### src/rtl/bsg_manycore_host_arb_pkg.sv
// Shared types and constants for the manycore host-link credit arbiter.
package bsg_manycore_host_arb_pkg;

   typedef enum logic [1:0] {
      StWaitReset = 2'd0,
      StReady     = 2'd1,
      StSend      = 2'd2,
      StFence     = 2'd3
   } host_arb_state_e;

   localparam int unsigned stats_width_gp = 32;

   // Next round-robin pointer after a grant to index idx.
   function automatic int unsigned rr_next(input int unsigned idx, input int unsigned n);
      return (idx + 1 >= n) ? 0 : idx + 1;
   endfunction

endpackage

### src/rtl/bsg_arb_round_robin.sv
// Round-robin arbiter: the lowest requesting index at or above the pointer wins, with wrap.
module bsg_arb_round_robin
   import bsg_manycore_host_arb_pkg::*;
#(
   parameter int unsigned width_p = 2
) (
   input  logic               clk_i,
   input  logic               reset_i,
   input  logic [width_p-1:0] reqs_i,
   output logic [width_p-1:0] grants_o,
   input  logic               yumi_i
);

   localparam int unsigned ptr_width_lp = (width_p > 1) ? $clog2(width_p) : 1;

   logic [ptr_width_lp-1:0] r_ptr;
   logic [ptr_width_lp-1:0] w_ptr_next;
   logic [ptr_width_lp-1:0] w_winner;
   logic [ptr_width_lp:0]   w_idx;
   logic                    w_found;

   always_comb begin
      grants_o = '0;
      w_winner = '0;
      w_found  = 1'b0;
      w_idx    = '0;
      for (int unsigned i = 0; i < width_p; i++) begin
         w_idx = {1'b0, r_ptr} + (ptr_width_lp + 1)'(i);
         if (w_idx >= (ptr_width_lp + 1)'(width_p)) begin
            w_idx = w_idx - (ptr_width_lp + 1)'(width_p);
         end
         if (!w_found && reqs_i[w_idx[ptr_width_lp-1:0]]) begin
            grants_o[w_idx[ptr_width_lp-1:0]] = 1'b1;
            w_winner = w_idx[ptr_width_lp-1:0];
            w_found  = 1'b1;
         end
      end
   end

   always_comb begin
      w_ptr_next = ptr_width_lp'(rr_next(int'(w_winner), width_p));
   end

   always_ff @(posedge clk_i) begin
      if (reset_i) begin
         r_ptr <= '0;
      end else if (yumi_i) begin
         r_ptr <= w_ptr_next;
      end
   end

endmodule

### src/rtl/bsg_manycore_host_credit_arbiter.sv
// Arbitrates host requesters onto the credit-limited manycore host link, with fence support.
// Optional statistics counters are built when BSG_MACHINE_HOST_ARB_STATS_EN is defined.
module bsg_manycore_host_credit_arbiter
   import bsg_manycore_host_arb_pkg::*;
#(
   parameter int unsigned num_req_p      = 2,
   parameter int unsigned packet_width_p = 128,
   parameter int unsigned max_credits_p  = 32,
   localparam int unsigned credit_width_lp = $clog2(max_credits_p + 1)
) (
   input  logic                                      clk_i,
   input  logic                                      reset_i,
   input  logic                                      reset_done_i,
   input  logic [num_req_p-1:0]                      req_v_i,
   input  logic [num_req_p-1:0][packet_width_p-1:0]  req_packet_i,
   output logic [num_req_p-1:0]                      req_ready_o,
   output logic                                      packet_v_o,
   output logic [packet_width_p-1:0]                 packet_o,
   input  logic                                      packet_ready_i,
   input  logic                                      credit_return_i,
   input  logic                                      fence_i,
   output logic                                      fence_done_o,
   output logic [credit_width_lp-1:0]                credits_used_o,
   output logic                                      underflow_o
`ifdef BSG_MACHINE_HOST_ARB_STATS_EN
   ,
   output logic [num_req_p-1:0][stats_width_gp-1:0]  grant_count_o,
   output logic [stats_width_gp-1:0]                 stall_count_o
`endif
);

   localparam logic [credit_width_lp-1:0] max_credits_lp = credit_width_lp'(max_credits_p);
   localparam logic [credit_width_lp-1:0] one_credit_lp  = credit_width_lp'(1);

   host_arb_state_e              r_state, w_state_next;
   logic [credit_width_lp-1:0]   r_credits, w_credits_next;
   logic                         r_underflow, w_underflow_set;
   logic [packet_width_p-1:0]    r_packet, w_packet_sel;
   logic                         w_grant_en;
   logic [num_req_p-1:0]         w_grants;
   logic                         w_accept;

   // Only the registered count gates grants, so a same-cycle return cannot open a slot.
   assign w_grant_en = (r_state == StReady) && !fence_i && (r_credits < max_credits_lp);

   bsg_arb_round_robin #(
      .width_p (num_req_p)
   ) u_rr (
      .clk_i    (clk_i),
      .reset_i  (reset_i),
      .reqs_i   (req_v_i & {num_req_p{w_grant_en}}),
      .grants_o (w_grants),
      .yumi_i   (w_accept)
   );

   assign w_accept       = |w_grants;
   assign req_ready_o    = w_grants;
   assign packet_v_o     = (r_state == StSend);
   assign packet_o       = r_packet;
   assign credits_used_o = r_credits;
   assign underflow_o    = r_underflow;
   assign fence_done_o   = (r_state == StFence) && (r_credits == '0);

   always_comb begin
      w_packet_sel = '0;
      for (int unsigned i = 0; i < num_req_p; i++) begin
         if (w_grants[i]) begin
            w_packet_sel = req_packet_i[i];
         end
      end
   end

   always_comb begin
      w_state_next = r_state;
      unique case (r_state)
         StWaitReset: begin
            if (reset_done_i) w_state_next = StReady;
         end
         StReady: begin
            if (fence_i) w_state_next = StFence;
            else if (w_accept) w_state_next = StSend;
         end
         StSend: begin
            if (packet_ready_i) w_state_next = fence_i ? StFence : StReady;
         end
         StFence: begin
            if (r_credits == '0) w_state_next = StReady;
         end
         default: w_state_next = StWaitReset;
      endcase
   end

   always_comb begin
      w_credits_next  = r_credits;
      w_underflow_set = 1'b0;
      if (w_accept && !credit_return_i) begin
         w_credits_next = r_credits + one_credit_lp;
      end else if (!w_accept && credit_return_i) begin
         if (r_credits == '0) w_underflow_set = 1'b1;
         else w_credits_next = r_credits - one_credit_lp;
      end
   end

   always_ff @(posedge clk_i) begin
      if (reset_i) begin
         r_state     <= StWaitReset;
         r_credits   <= '0;
         r_underflow <= 1'b0;
         r_packet    <= '0;
      end else begin
         r_state     <= w_state_next;
         r_credits   <= w_credits_next;
         r_underflow <= r_underflow | w_underflow_set;
         if (w_accept) r_packet <= w_packet_sel;
      end
   end

`ifdef BSG_MACHINE_HOST_ARB_STATS_EN
   logic [num_req_p-1:0][stats_width_gp-1:0] r_grant_count;
   logic [stats_width_gp-1:0]                r_stall_count;
   logic                                     w_stall;

   assign w_stall       = (r_state == StReady) && (|req_v_i) && !w_accept;
   assign grant_count_o = r_grant_count;
   assign stall_count_o = r_stall_count;

   always_ff @(posedge clk_i) begin
      if (reset_i) begin
         r_grant_count <= '0;
         r_stall_count <= '0;
      end else begin
         for (int unsigned i = 0; i < num_req_p; i++) begin
            if (w_grants[i]) r_grant_count[i] <= r_grant_count[i] + stats_width_gp'(1);
         end
         if (w_stall) r_stall_count <= r_stall_count + stats_width_gp'(1);
      end
   end
`else
   // Statistics counters are not built in this configuration.
`endif

endmodule

### config.mk
export PLATFORM = sky130hd
export DESIGN_NAME = bsg_manycore_host_credit_arbiter
export DESIGN_NICKNAME = d
export VERILOG_FILES = /design/src/rtl/bsg_manycore_host_arb_pkg.sv /design/src/rtl/bsg_arb_round_robin.sv /design/src/rtl/bsg_manycore_host_credit_arbiter.sv
export SDC_FILE = /design/constraint.sdc
export NUM_CORES = 1
export LEC_CHECK = 0
export ABC_CLOCK_PERIOD_IN_PS = 9500
export BUFFER_PORTS_ARGS = -buffer_cell sky130_fd_sc_hd__clkbuf_2
export CORE_AREA = 2 2 154 156
export CTS_CLUSTER_SIZE = 8
export DETAILED_ROUTE_END_ITERATION = 12
export DIE_AREA = 0 0 156 158
export GPL_TIMING_DRIVEN = 0
export PLACE_DENSITY = 0.63
export SLEW_MARGIN = 0
export SYNTH_ARGS = -nofsm -noshare
export SYNTH_HDL_FRONTEND = slang
export SYNTH_SLANG_ARGS = --single-unit
### constraint.sdc
create_clock -name clk_i -period 9.5 [get_ports clk_i]
set_input_delay 1.9 -clock clk_i [delete_from_list [all_inputs] [get_ports clk_i]]
set_output_delay 1.9 -clock clk_i [all_outputs]
set_load 0.05 [all_outputs]
==> flow_summary_export.csv <==
group,metric,value,unit
sta,skew,7.18,ps
setup_path,cp_max_fo,10,
sta,worst_slack,4210,ps
drt,viasPerCell,4.85,
drt,drt_iter0_drc,396,
drt,wl_per_cell,16.6,µm
final_layout,drive_above_1_share,37.6,%
floorplanning,initial_utilization,26.7,%
grt,antenna_found_initial,0,
sta,post-route-min-period,5290,ps
setup_path,crit_arrival,3390,ps
yosys,ys_seq_elements,138,
placement,dpl-instance-area,0.00853,mm²
grt,use_met1,24.0,%
setup_path,cpPeakStageDelay,400,ps
drt,drc,0,
yosys,synth_top_area_share,44.9,%
yosys,yosys.area.top_type,"dfxtp_1",
clock_tree,cts_tree,"built",
yosys,synth_area,0.00616,mm²
floorplanning,die_h,158,µm
final_layout,fill_cells,2481,
floorplanning,io_pins,403,
setup_path,crit_top_cell,"clkbuf_2",
placement,port_buffers,402,
grt,met2_usage,33.8,%
final_layout,design_area,0.00909,mm²
grt,grt_max_degree,17,
grt,met3_usage,4.90,%
drt,routed_wl,25200,µm
yosys,yosys-top-cells-count,"nand2_1 (263), dfxtp_1 (138), nor2_1 (133), a311oi_1 (129), clkbuf_1 (44)",
yosys,yosysMostFrequentCell,"nand2_1",
setup_path,worstPathCellList,"clkbuf_2, nor3b_2, nand3_1, inv_2, clkbuf_1, clkbuf_2",
sta,final-hold-violation-count,0,
placement,place_congestion,0.877,
yosys,synth_fa_ha_area_share,2.36,%
yosys,synth_cell_types,38,
clock_tree,postCtsSetupRepairBufs,0,
sta,rsz0062_at_grt,"false",
clock_tree,cts_buffers,17,
sta,tightest_slew,812,ps
floorplanning,fp-row-count,56,
floorplanning,die_w,156,µm
yosys,yosysSeqAreaShare,44.9,%
yosys,ys_dominant_reg_cell,"dfxtp_1",
job,cap_violations,0,
sta,period_share,55.6,%
sta,slew_viol_final,0,
clock_tree,clkSlewWorstSetupHoldPaths,60,ps
yosys,ys_warn_count,0,
yosys,async_flop_share,0,%
yosys,synth_top_family_by_area,"simple AND/OR/NAND/NOR gates",
setup_path,cp-end-kind,"primary output",
run_status,status,"completed",
placement,pre_cts_ws,3980,ps
drt,vias,7379,
setup_path,worst_ep_required_time,7600,ps
sta,setup_viol,0,
min_path,hp-class,"register to register",
clock_tree,htreeDepth,4,
setup_path,cp_slowest_cell,"clkbuf_1",
grt,grt_usage,19.6,%
clock_tree,cts_resized,0,
yosys,synth_compound_area_share,21.1,%
pwr,p_total,2.30,mW
clock_tree,cts_hold_buf,0,
placement,placed_cells,1488,
clock_tree,clk_latency,410,ps
setup_path,path_class,"primary input to primary output",
final_layout,final_nets,1492,
sta,finalSetupTns,0,ps
grt,grt_pass1_wl,37600,µm
final_layout,fin_cells,1521,
yosys,synth-edff-count,0,
sta,maxSlewHeadroom,45.9,%
pwr,p_leak,4.26,nW
setup_path,crit_buf_inv,4,
yosys,synth_nets,1071,
yosys,synthMuxAreaShare,0.345,%
grt,overflow,0,
clock_tree,root_buffer,"clkbuf_16",
drt,first_pass_iters,5,
yosys,synth_xor_area_share,0.427,%
pwr,ir_drop,0.0903,mV
yosys,netlist_instances,796,
grt,grt_pass1_vias,7042,
sta,max_freq,189,MHz
final_layout,syn2layout_area_growth,47.6,%
setup_path,cp_top_family,"buffers and inverters",
clock_tree,clock_sinks,138,
yosys,syn_avg_cell_area,7.74,µm²
drt,drtAntennaViolNets,0,
grt,busiest_layer,"met2",
floorplanning,dieArea,0.0246,mm²
pwr,powerDensity,253,mW/mm²
clock_tree,max-clock-path-buffers,2,
floorplanning,core-area,0.0231,mm²
placement,hpwl,19600,µm
yosys,synthSimpleGateAreaFrac,25.4,%
yosys,synthTopCellsByArea,"dfxtp_1 (45%), a311oi_1 (18%), nand2_1 (16%), nor2_1 (8.1%), clkbuf_1 (2.7%)",
setup_path,cp-start-kind,"primary input",
[metrics by stage]
stage	utilization [%]	hold WS, ps
2_1_floorplan	-	463
3_3_place_gp	37.0	452
3_5_place_dp	37.0	466
4_1_cts	39.4	481
5_1_grt	39.4	514
6_report	39.4	480
[layout make-up]
type	count	area, µm²	area share [%]
Timing Repair Buffer	402	2010	22.1
Buffer	72	303	3.33
Inverter	10	37.5	0.413
Tap cell	290	363	3.99
Antenna cell	1	2.50	0.0275
Sequential cell	138	2760	30.4
Clock buffer	20	437	4.80
Multi-Input combinational cell	576	3060	33.6
Clock inverter	12	118	1.29
[cell families after synthesis]
| kind of cell | count (synthesis) |
|---|---|
| AOI/OAI and AO/OA | 154 |
| DFF | 138 |
| adders and majority gates | 11 |
| buffers and inverters | 82 |
| and+or+nand+nor | 406 |
| xor gates and xnor gates | 3 |
| muxes | 2 |
[final timing paths]
path / startpoint / end / slack (ps) / cells after the start
hold / removal: underflow_o / underflow_o / 480 / 2
setup reg to reg: r_state[1] / credits_used_o[5] / 5330 / 15
hold reg to reg: underflow_o / underflow_o / 480 / 2
setup / recovery: fence_i / req_ready_o[1] / 4210 / 6
[worst reg2reg max path: cells and delay by family (launching register included)]
kind,cells,cell delay [ps]
compound gates,4,820
buf+inv,5,1240
mux,2,560
flops,1,350
fa+ha+maj,3,770
simple gates,1,320
[per-layer routing]
metal | up-vias | share of wire, %
met1 | 3411 | 43
met5 | - | 0
met4 | 0 | 2.0
met3 | 34 | 6.7
met2 | 305 | 49
li1 | 3629 | -
[flip-flops by register name, indices dropped and copies added (netlist names), named ones only]
register,count
r_state,2
underflow_o,1
credits_used_o,6
packet_o,128
[cells in the final DEF (no fill, tap or decap), drive strengths merged, types with 2 or more instances in the layout]
cell type / Yosys / final
xnor2: 3 / 3
buf: 28 / 28
dfxtp: 138 / 138
inv: 10 / 14
nor2: 133 / 133
clkbuf: 44 / 466
a211oi: 3 / 3
clkinvlp: 0 / 7
a21oi: 10 / 10
a311oi: 129 / 129
ha: 10 / 10
nand2: 263 / 263
a21o: 2 / 2
[power by group]
| group | switching, mW | internal [mW] |
|---|---|---|
| clock network | 0.276 | 0.364 |
| registers | 0.0732 | 0.679 |
| logic | 0.644 | 0.265 |
Power figures use the tool's default switching activity.
